File: config.mk
export PLATFORM = sky130hd
export DESIGN_NAME = switch_debounce
export DESIGN_NICKNAME = d
export VERILOG_FILES = /design/src/rtl/switch_debounce.sv
export SDC_FILE = /design/constraint.sdc
export NUM_CORES = 1
export LEC_CHECK = 0
export BUFFER_PORTS_ARGS = -buffer_cell sky130_fd_sc_hd__buf_2
export CORE_MARGIN = 2
export CORE_UTILIZATION = 40
export DETAILED_ROUTE_END_ITERATION = 12
export SKIP_CTS_REPAIR_TIMING = 1
export SLEW_MARGIN = 40
export SYNTH_ARGS = -nofsm -noshare
export SYNTH_HDL_FRONTEND = slang
export SYNTH_SLANG_ARGS = --single-unit
File: constraint.sdc
create_clock -name CLK -period 4.9 [get_ports CLK]
set_input_delay 0.735 -clock CLK [delete_from_list [all_inputs] [get_ports CLK]]
set_output_delay 0.735 -clock CLK [all_outputs]
set_load 0.01 [all_outputs]
File: src/rtl/switch_debounce.sv
// Dual-channel switch debouncer.
// Each raw switch passes through a two-flop synchronizer. A per-channel STABLE/COUNTING FSM
// then accepts a new level only after CNT_MAX consecutive synchronized samples that differ
// from the current output.
// Optional feature macro: DEBOUNCE_CHANGED_EN adds the Changed output. Changed is a one-cycle
// pulse registered on the same edge on which either Data output updates.
module switch_debounce #(
  parameter int unsigned CNT_MAX = 1000000,
  parameter int unsigned CNT_W   = 20
) (
  input  logic CLK,
  input  logic Reset_n,
  input  logic Sw1,
  input  logic Sw2,
  output logic Data1,
  output logic Data2
`ifdef DEBOUNCE_CHANGED_EN
  ,
  output logic Changed
`endif
);

  typedef enum logic [0:0] {
    StStable,
    StCounting
  } state_e;

  // Count value on which a still-differing sample is accepted.
  localparam logic [CNT_W-1:0] CntLast = CNT_W'(CNT_MAX - 1);
  localparam logic [CNT_W-1:0] CntOne  = CNT_W'(1);

  // Index 0 is channel 1 (Sw1/Data1); index 1 is channel 2 (Sw2/Data2).
  logic [1:0]       sync1_q, sync2_q;
  logic [1:0]       data_q, data_d;
  state_e           state_q [2];
  state_e           state_d [2];
  logic [CNT_W-1:0] cnt_q   [2];
  logic [CNT_W-1:0] cnt_d   [2];

  // Two-flop synchronizer for both raw switch inputs.
  always_ff @(posedge CLK or negedge Reset_n) begin
    if (!Reset_n) begin
      sync1_q <= '0;
      sync2_q <= '0;
    end else begin
      sync1_q <= {Sw2, Sw1};
      sync2_q <= sync1_q;
    end
  end

  // Per-channel debounce FSM: next state, next count and next output level.
  always_comb begin
    data_d = data_q;
    for (int ch = 0; ch < 2; ch++) begin
      state_d[ch] = state_q[ch];
      cnt_d[ch]   = cnt_q[ch];
      unique case (state_q[ch])
        StStable: begin
          if (sync2_q[ch] != data_q[ch]) begin
            state_d[ch] = StCounting;
            cnt_d[ch]   = CntOne;
          end else begin
            cnt_d[ch] = '0;
          end
        end
        StCounting: begin
          if (sync2_q[ch] == data_q[ch]) begin
            // Level reverted before it was accepted: drop it as a glitch.
            state_d[ch] = StStable;
            cnt_d[ch]   = '0;
          end else if (cnt_q[ch] == CntLast) begin
            data_d[ch]  = sync2_q[ch];
            state_d[ch] = StStable;
            cnt_d[ch]   = '0;
          end else begin
            cnt_d[ch] = cnt_q[ch] + CntOne;
          end
        end
        default: begin
          state_d[ch] = StStable;
          cnt_d[ch]   = '0;
        end
      endcase
    end
  end

  // FSM state, counters and debounced outputs.
  always_ff @(posedge CLK or negedge Reset_n) begin
    if (!Reset_n) begin
      data_q <= '0;
      for (int ch = 0; ch < 2; ch++) begin
        state_q[ch] <= StStable;
        cnt_q[ch]   <= '0;
      end
    end else begin
      data_q <= data_d;
      for (int ch = 0; ch < 2; ch++) begin
        state_q[ch] <= state_d[ch];
        cnt_q[ch]   <= cnt_d[ch];
      end
    end
  end

  assign Data1 = data_q[0];
  assign Data2 = data_q[1];

`ifdef DEBOUNCE_CHANGED_EN
  logic changed_q, changed_d;

  // A single pulse covers updates on either or both channels.
  always_comb begin
    changed_d = (data_d != data_q);
  end

  // Change pulse register, aligned with the data update edge.
  always_ff @(posedge CLK or negedge Reset_n) begin
    if (!Reset_n) begin
      changed_q <= 1'b0;
    end else begin
      changed_q <= changed_d;
    end
  end

  assign Changed = changed_q;
`endif

endmodule

; Word-level counts from Yosys, hierarchy flattened
; Cells that the tools add are included.
[word_totals]
reg_bits = 48
in_bits = 4
out_inout_bits = 2
[classes]
n_addsub = 2
eq_ne = 6
muxes = 16
n_bitwise = 4
n_reduce_logical = 2
[ops]
columns = operator, count
row1 = 2-to-1 mux 20 bit, 4
row2 = case mux 20 bit (2 select lines), 2
row3 = adder 20 x 1 -> 20 bit (second input constant), 2
row4 = equality test 20 bit (second input constant), 2
row5 = 2-to-1 mux 1 bit, 8
row6 = AND reduction 3 bit, 2
row7 = NOT 1 bit, 4
row8 = case mux 1 bit (2 select lines), 2
row9 = equality test 1 bit, 2
row10 = inequality test 1 bit, 2

; Longest topological paths before layout
; Gate-level depths: netlist of run 1.
[depth]
ltp_word = 4
depth_mapped = 7

; Worst setup path before layout of run 1
; OpenSTA, ideal clock, no wires.
[synth_path]
path_kind = reg2reg
start = reg cnt_q[0] in the netlist's numbering
end = reg cnt_q[10] in the netlist's numbering
t_arrival_ns = 1.616
required_time_ns = 4.768
setup_slack_ns = 3.152
stages_incl_launch_ff = 7
path_buffers = 1
period_less_slack_ns = 1.748
cell_sequence = dfrtp_1 > ha_1 > and4_1 > nand4_1 > o21ai_2 > clkbuf_1 > nor2_1
[synth_rtl]
columns = element, line
row1 = "start, declared", 37  ; logic [CNT_W-1:0] cnt_q [2];
row2 = "start signal, assigned by index", 99  ; cnt_q[ch] <= cnt_d[ch];

==> results of run 1 <==
## final timing paths
path                                             end  slack [ps]                  from
max in group asynchronous        cnt_q[29]$_DFF_PN0_        4050               Reset_n
worst max register to register   cnt_q[22]$_DFF_PN0_        2660   cnt_q[20]$_DFF_PN0_
worst min-delay path            sync2_q[0]$_DFF_PN0_         360  sync1_q[0]$_DFF_PN0_
min in group asynchronous        cnt_q[16]$_DFF_PN0_         420               Reset_n
worst min register to register  sync2_q[0]$_DFF_PN0_         360  sync1_q[0]$_DFF_PN0_
worst max-delay path             cnt_q[22]$_DFF_PN0_        2660   cnt_q[20]$_DFF_PN0_
## cell families (layout without fill, tap and decap cells)
| family | count (synthesis) | in the layout |
|---|---|---|
| AND/OR/NAND/NOR | 112 | 112 |
| flip-flops | 48 | 48 |
| XOR/XNOR | 30 | 30 |
| AO/OA/AOI/OAI | 22 | 22 |
| buffers and inverters | 13 | 21 |
| adder cells (fa/ha/maj) | 2 | 2 |
| multiplexers | 2 | 2 |
## power by group through the flow
stage / logic (mW) / clock network [mW] / registers, mW
finish: 0.0205 / 0.234 / 0.404
global route: 0.0243 / 0.260 / 0.405
CTS: 0.0215 / 0.244 / 0.404
detailed placement: 0.0215 / 0 / 0.412
global placement: 0.0211 / 0 / 0.412
floorplan: 0.0110 / 0 / 0.411
## critical path, stage by stage (launching register included)
cell	delay, ps
dfrtp_1	410
ha_1	250
nand2_1	130
nor4_1	620
a21o_1	580
nor2_1	110
## area by class of cell
class	count	area share, %
flip-flops and latches	48	48.4
clock inverters	1	0.353
clock buffers	7	3.07
repair buffers	5	1.11
multi-input cells	168	42.3
well taps	72	3.63
inverters	8	1.21
## stage by stage
| stage | setup WS [ps] | hold WS (ps) | total power [mW] | util, % | instances |
|---|---|---|---|---|---|
| after floorplan | 3150 | 331 | 0.422 | - | 229 |
| after global placement | 2660 | 333 | 0.433 | 43.2 | 301 |
| after detailed placement | 2660 | 337 | 0.434 | 43.3 | 301 |
| after CTS | 2650 | 359 | 0.670 | 44.8 | 309 |
| after global routing | 2430 | 364 | 0.690 | 44.8 | 309 |
| final | 2660 | 355 | 0.659 | 44.8 | 309 |
## synth_stat cells
cell | n | area (um2)
xnor2_1 | 20 | 175
nand3_1 | 14 | 70.1
clkbuf_1 | 1 | 3.75
or4_1 | 5 | 37.5
or3b_1 | 1 | 8.76
xor2_1 | 10 | 87.6
and4b_1 | 1 | 10.0
a31oi_1 | 1 | 6.26
and4_1 | 4 | 35.0
nor3b_1 | 1 | 7.51
mux2_2 | 1 | 11.3
dfrtp_1 | 48 | 1200
o31ai_1 | 5 | 37.5
or2_2 | 1 | 6.26
nor3_1 | 8 | 40.0
nand2_1 | 10 | 37.5
nor2_1 | 36 | 135
nand4_2 | 1 | 12.5
or2_1 | 2 | 12.5
and4_2 | 1 | 10.0
inv_1 | 8 | 30.0
buf_2 | 3 | 15.0
a21oi_1 | 8 | 40.0
o21ai_2 | 1 | 8.76
o21ai_0 | 2 | 10.0
a21o_1 | 1 | 7.51
nor4_1 | 8 | 50.1
mux2_1 | 1 | 11.3
a211oi_1 | 2 | 15.0
and3_1 | 1 | 6.26
nand3b_1 | 1 | 7.51
buf_6 | 1 | 11.3
o41ai_1 | 1 | 8.76
ha_1 | 2 | 25.0
nand2b_1 | 1 | 6.26
nor4b_1 | 2 | 17.5
nand4_1 | 11 | 68.8
or3_1 | 3 | 18.8
a21boi_0 | 1 | 7.51
## routing by layer
layer	up-vias	track usage, %	share of wire [%]
met4	0	5.08	1.4
li1	835	-	-
met3	4	4.41	1.9
met1	779	18.5	49
met5	-	0	0
met2	11	23.5	48
## flip-flops by register name, indices dropped and copies added (netlist names)
signal and cells:
cnt_q 40, data_q 2, state_q 2, sync1_q 2, sync2_q 2
==> reports/qor.csv, run 1 <==
stage;metric;value;unit
timing;drv_slew;0;
global_route;grt_max_degree;49;
global_route;grt_pass1_wl;7240;um
route;ant_nets;0;
floorplan;floorplan.rows;27;
timing;rsz0062_at_grt;false;
synthesis;syn-instance-count;229;
setup_path;path_class;flip-flop to flip-flop;
timing;final.min_clock_period;2240;ps
floorplan;ios;6;
synthesis;synthMuxAreaShare;0.975;%
finish;fillers;552;
route;drc;0;
power;switching_share;23.0;%
synthesis;syn_avg_cell_area;10.1;um2
synthesis;synth_adder_area_share;1.08;%
synthesis;synth_seq_cells;48;
route;wl_per_cell;13.4;um
finish;final_common_cell;dfrtp_1;
route;via_per_inst;5.27;
synthesis;yosys.area_share.simple;25.9;%
timing;tns;0;ps
synthesis;synth_top_family_by_area;simple AND/OR/NAND/NOR gates;
setup_path;path_max_fanout;18;
timing;hold_viol;0;
global_route;grt_pass1_vias;1585;
run;drv_cap;0;
setup_path;cp-end-kind;flip-flop;
finish;antenna_cells;0;
floorplan;die_h;80.0;um
power;clkPwrFrac;35.5;%
setup_path;r2r_cells;5;
clock_tree;clk_pin_slew;90;ps
synthesis;synth_area;0.00231;mm2
outcome;status;completed;
floorplan;coreArea;0.00554;mm2
worst_hold_path;hold_path.class;flip-flop to flip-flop;
power;irDropWorstVdd;0.172;mV
clock_tree;cts-buffers-inserted;5;
worst_hold_path;holdPathStages;0;
finish;mostFrequentLayoutCells;48 x dfrtp_1, 36 x nor2_1, 20 x xnor2_1;
setup_path;worstPathRequired;5060;ps
clock_tree;htreeDepth;2;
power;p_int;507;uW
synthesis;yosysUniqueCellTypes;39;
power;power.switching;151;uW
synthesis;syn-num-nets;235;
setup_path;cp.arrival;2400;ps
synthesis;synth-compound-area-share;6.12;%
place;dp_hpwl;2760;um
timing;tightest_slew;757;ps
floorplan;initial_core_util;41.7;%
clock_tree;root_buffer;clkbuf_8;
synthesis;ys.warnings.count;0;
power;power_density;265;mW/mm2
timing;period_share;45.7;%
clock_tree;clock-sinks;48;
finish;regArea;0.00120;mm2
global_route;grt_util_all_layers;14.6;%
route;drt_first_pass_iters;4;
floorplan;dieArea;0.00640;mm2
timing;finalSetupViolCount;0;
timing;slew_headroom;49.5;%
setup_path;worstSetupStartpointType;flip-flop;
route;drt_iter0_markers;63;
finish;fin_area;0.00248;mm2
global_route;antenna_found_initial;0;
place;placed_area;0.00240;mm2
power;pwr-share-comb;3.1;%
floorplan;fp.dieW;80.0;um
timing;fmax;446;MHz
place;io_buffer_count;5;
route;drt_wl_total;4150;um
clock_tree;worstSkewPairLatency;300;ps
route;dr_total_vias;1629;
clock_tree;clockBufferDepth;2;
timing;finClkSkew;10.0;ps
clock_tree;cts_tree;built;
power;share_seq_of_total_power;61.4;%
finish;fin_nets;242;
synthesis;synthXorXnorAreaFrac;11.4;%
synthesis;yosysSeqAreaShare;52.0;%
finish;multi_input_area;0.00105;mm2
global_route;overflow;0;
place;gp_routability_congestion;0.798;
finish;drive_gt1_share;6.75;%
power;p_leak;0.936;nW
finish;areaGrowthSynthToFinish;7.47;%
No activity file was read; power rests on OpenSTA's default activity.
==> run 2: changes to the inputs <==
clock period = 1.8 ns   (was 4.9 ns; I/O delays follow)
==> run 2 against run 1 <==
  * Register-to-register slack worse by 2600 ps
  * First-iteration DRC count is 7.9% lower
  * Critical path depth is 1 lower
  * Utilization is 3.9 points higher
  * Non-clock buffer count is 21 higher
  * Die area stayed put
  * Global-route usage is 1.3 points higher
  * Sequential power grew to 2.7 times the previous value
  * Power grew to 2.8 times the previous value
  * Critical path type unchanged
  * Largest cell class unchanged
==> reports/qor.csv, run 2 (synthesis gave the netlist of run 1 again) <==
stage;metric;value;unit;change
route;drc;0;;unchanged
run;drv_cap;0;;unchanged
route;drt_first_pass_iters;4;;unchanged
global_route;grt_max_degree;20;;-59%
route;via_per_inst;5.25;;-0.39%
power;power_density;681;mW/mm2;+160%
clock_tree;cts_tree;built;;
place;io_buffer_count;5;;unchanged
global_route;grt_pass1_vias;1706;;+7.6%
route;drt_iter0_markers;58;;-7.9%
finish;fillers;527;;-4.5%
timing;slew_headroom;71.7;%;+22 points
floorplan;fp.dieW;80.0;um;unchanged
finish;areaGrowthSynthToFinish;16.7;%;
place;place_inst;321;;+6.6%
clock_tree;worstSkewPairLatency;300;ps;about the same
global_route;grt_pass1_wl;7940;um;+9.7%
finish;drive_gt1_share;17.1;%;+10 points
clock_tree;clock-sinks;48;;unchanged
global_route;antenna_found_initial;0;;unchanged
clock_tree;clk_pin_slew;90;ps;about the same
setup_path;cp-end-kind;flip-flop;;
outcome;status;completed;;
floorplan;coreArea;0.00554;mm2;unchanged
timing;period_share;94.0;%;+48 points
floorplan;floorplan.rows;27;;unchanged
finish;antenna_cells;0;;unchanged
finish;fin_area;0.00270;mm2;+8.6%
global_route;overflow;0;;unchanged
global_route;grt_util_all_layers;15.9;%;+1.3 points
route;ant_nets;0;;unchanged
finish;largest_register;cnt_q;;
setup_path;path_max_fanout;7;;-11
route;dr_total_vias;1733;;+6.4%
worst_hold_path;hold_path.class;input port to flip-flop;;
clock_tree;clockBufferDepth;2;;unchanged
finish;fin_nets;263;;+8.7%
floorplan;die_h;80.0;um;unchanged
floorplan;dieArea;0.00640;mm2;unchanged
setup_path;worstSetupStartpointType;flip-flop;;
timing;fmax;591;MHz;+32%
power;p_leak;1.04;nW;+11%
finish;final_common_cell;dfrtp_1;;
floorplan;initial_core_util;41.7;%;unchanged
setup_path;cp.arrival;1910;ps;-490 ps
place;gp_routability_congestion;0.804;;+0.76%
setup_path;worstPathRequired;2020;ps;-3040 ps
timing;drv_slew;0;;unchanged
clock_tree;cts-buffers-inserted;5;;unchanged
timing;hold_viol;0;;unchanged
floorplan;ios;6;;unchanged
power;irDropWorstVdd;0.391;mV;+130%
place;placed_area;0.00256;mm2;+6.7%
clock_tree;root_buffer;clkbuf_8;;
finish;final_cells;330;;+6.8%
route;drt_wl_total;4380;um;+5.6%
timing;finClkSkew;4.23;ps;-5.80 ps
timing;tightest_slew;424;ps;-332 ps
timing;final.min_clock_period;1690;ps;-549 ps
route;wl_per_cell;13.3;um;-1.1%
place;dp_hpwl;3190;um;+15%
setup_path;path_class;flip-flop to flip-flop;;
timing;finalSetupViolCount;0;;unchanged
finish;mostFrequentLayoutCells;46 x dfrtp_1, 36 x nor2_1, 20 x xnor2_1;;
finish;largest_reg_flops;40;;unchanged
clock_tree;htreeDepth;2;;unchanged
run 2: area by class of cell:
type / count / area (um2) / share of cell area [%]
multi-input cells: 168 / 1080 / 40.1
well taps: 72 / 90.1 / 3.34
inverters: 8 / 30.0 / 1.11
flip-flops and latches: 48 / 1200 / 44.6
repair buffers: 26 / 198 / 7.33
clock inverters: 1 / 7.51 / 0.278
clock buffers: 7 / 86.3 / 3.20
run 2: metrics by stage:
step	hold WS [ps]	power [mW]	setup TNS, ps	worst slack, ps	util (%)
floorplan	-25.6	1.15	0	52.2	-
global placement	225	1.19	0	143	46.2
detailed placement	240	1.19	0	72.6	46.2
CTS	-91.2	1.87	0	68.3	47.9
global route	46.4	1.93	-19.0	-13.1	48.7
finish	75.1	1.84	0	108	48.7
run 2: worst max-delay path: stages, from the launching register on:
cell and delay, ps:
dfrtp_1 430, nand4_1 160, or3_1 440, or4_1 430, a21oi_1 160
run 2: worst paths after layout:
check	endpoint	start	cells after the start	slack, ps
worst min register to register	sync2_q[0]$_DFF_PN0_	sync1_q[0]$_DFF_PN0_	0	350
worst max-delay path	cnt_q[19]$_DFF_PN0_	cnt_q[0]$_DFF_PN0_	4	110
max in group asynchronous	cnt_q[6]$_DFF_PN0_	Reset_n	3	800
min in group asynchronous	cnt_q[18]$_DFF_PN0_	Reset_n	2	430
worst max register to register	cnt_q[19]$_DFF_PN0_	cnt_q[0]$_DFF_PN0_	4	110
worst min-delay path	sync1_q[0]$_DFF_PN0_	Sw1	1	80
run 2: routing by layer:
metal | share of wire (%) | up-vias | GRT usage (%) | wire, um
met5 | 0 | - | 0 | 0
met4 | 3.2 | 0 | 7.12 | 142
li1 | - | 876 | - | -
met1 | 46 | 815 | 21.4 | 2030
met2 | 48 | 29 | 24.3 | 2090
met3 | 2.6 | 13 | 3.73 | 113
run 2: where the power goes:
part / switching, mW / internal [mW] / total, mW
Sequential: 0.0102 / 1.09 / 1.10
Clock: 0.349 / 0.312 / 0.661
Combinational: 0.0469 / 0.0278 / 0.0747
Total: 0.406 / 1.43 / 1.84
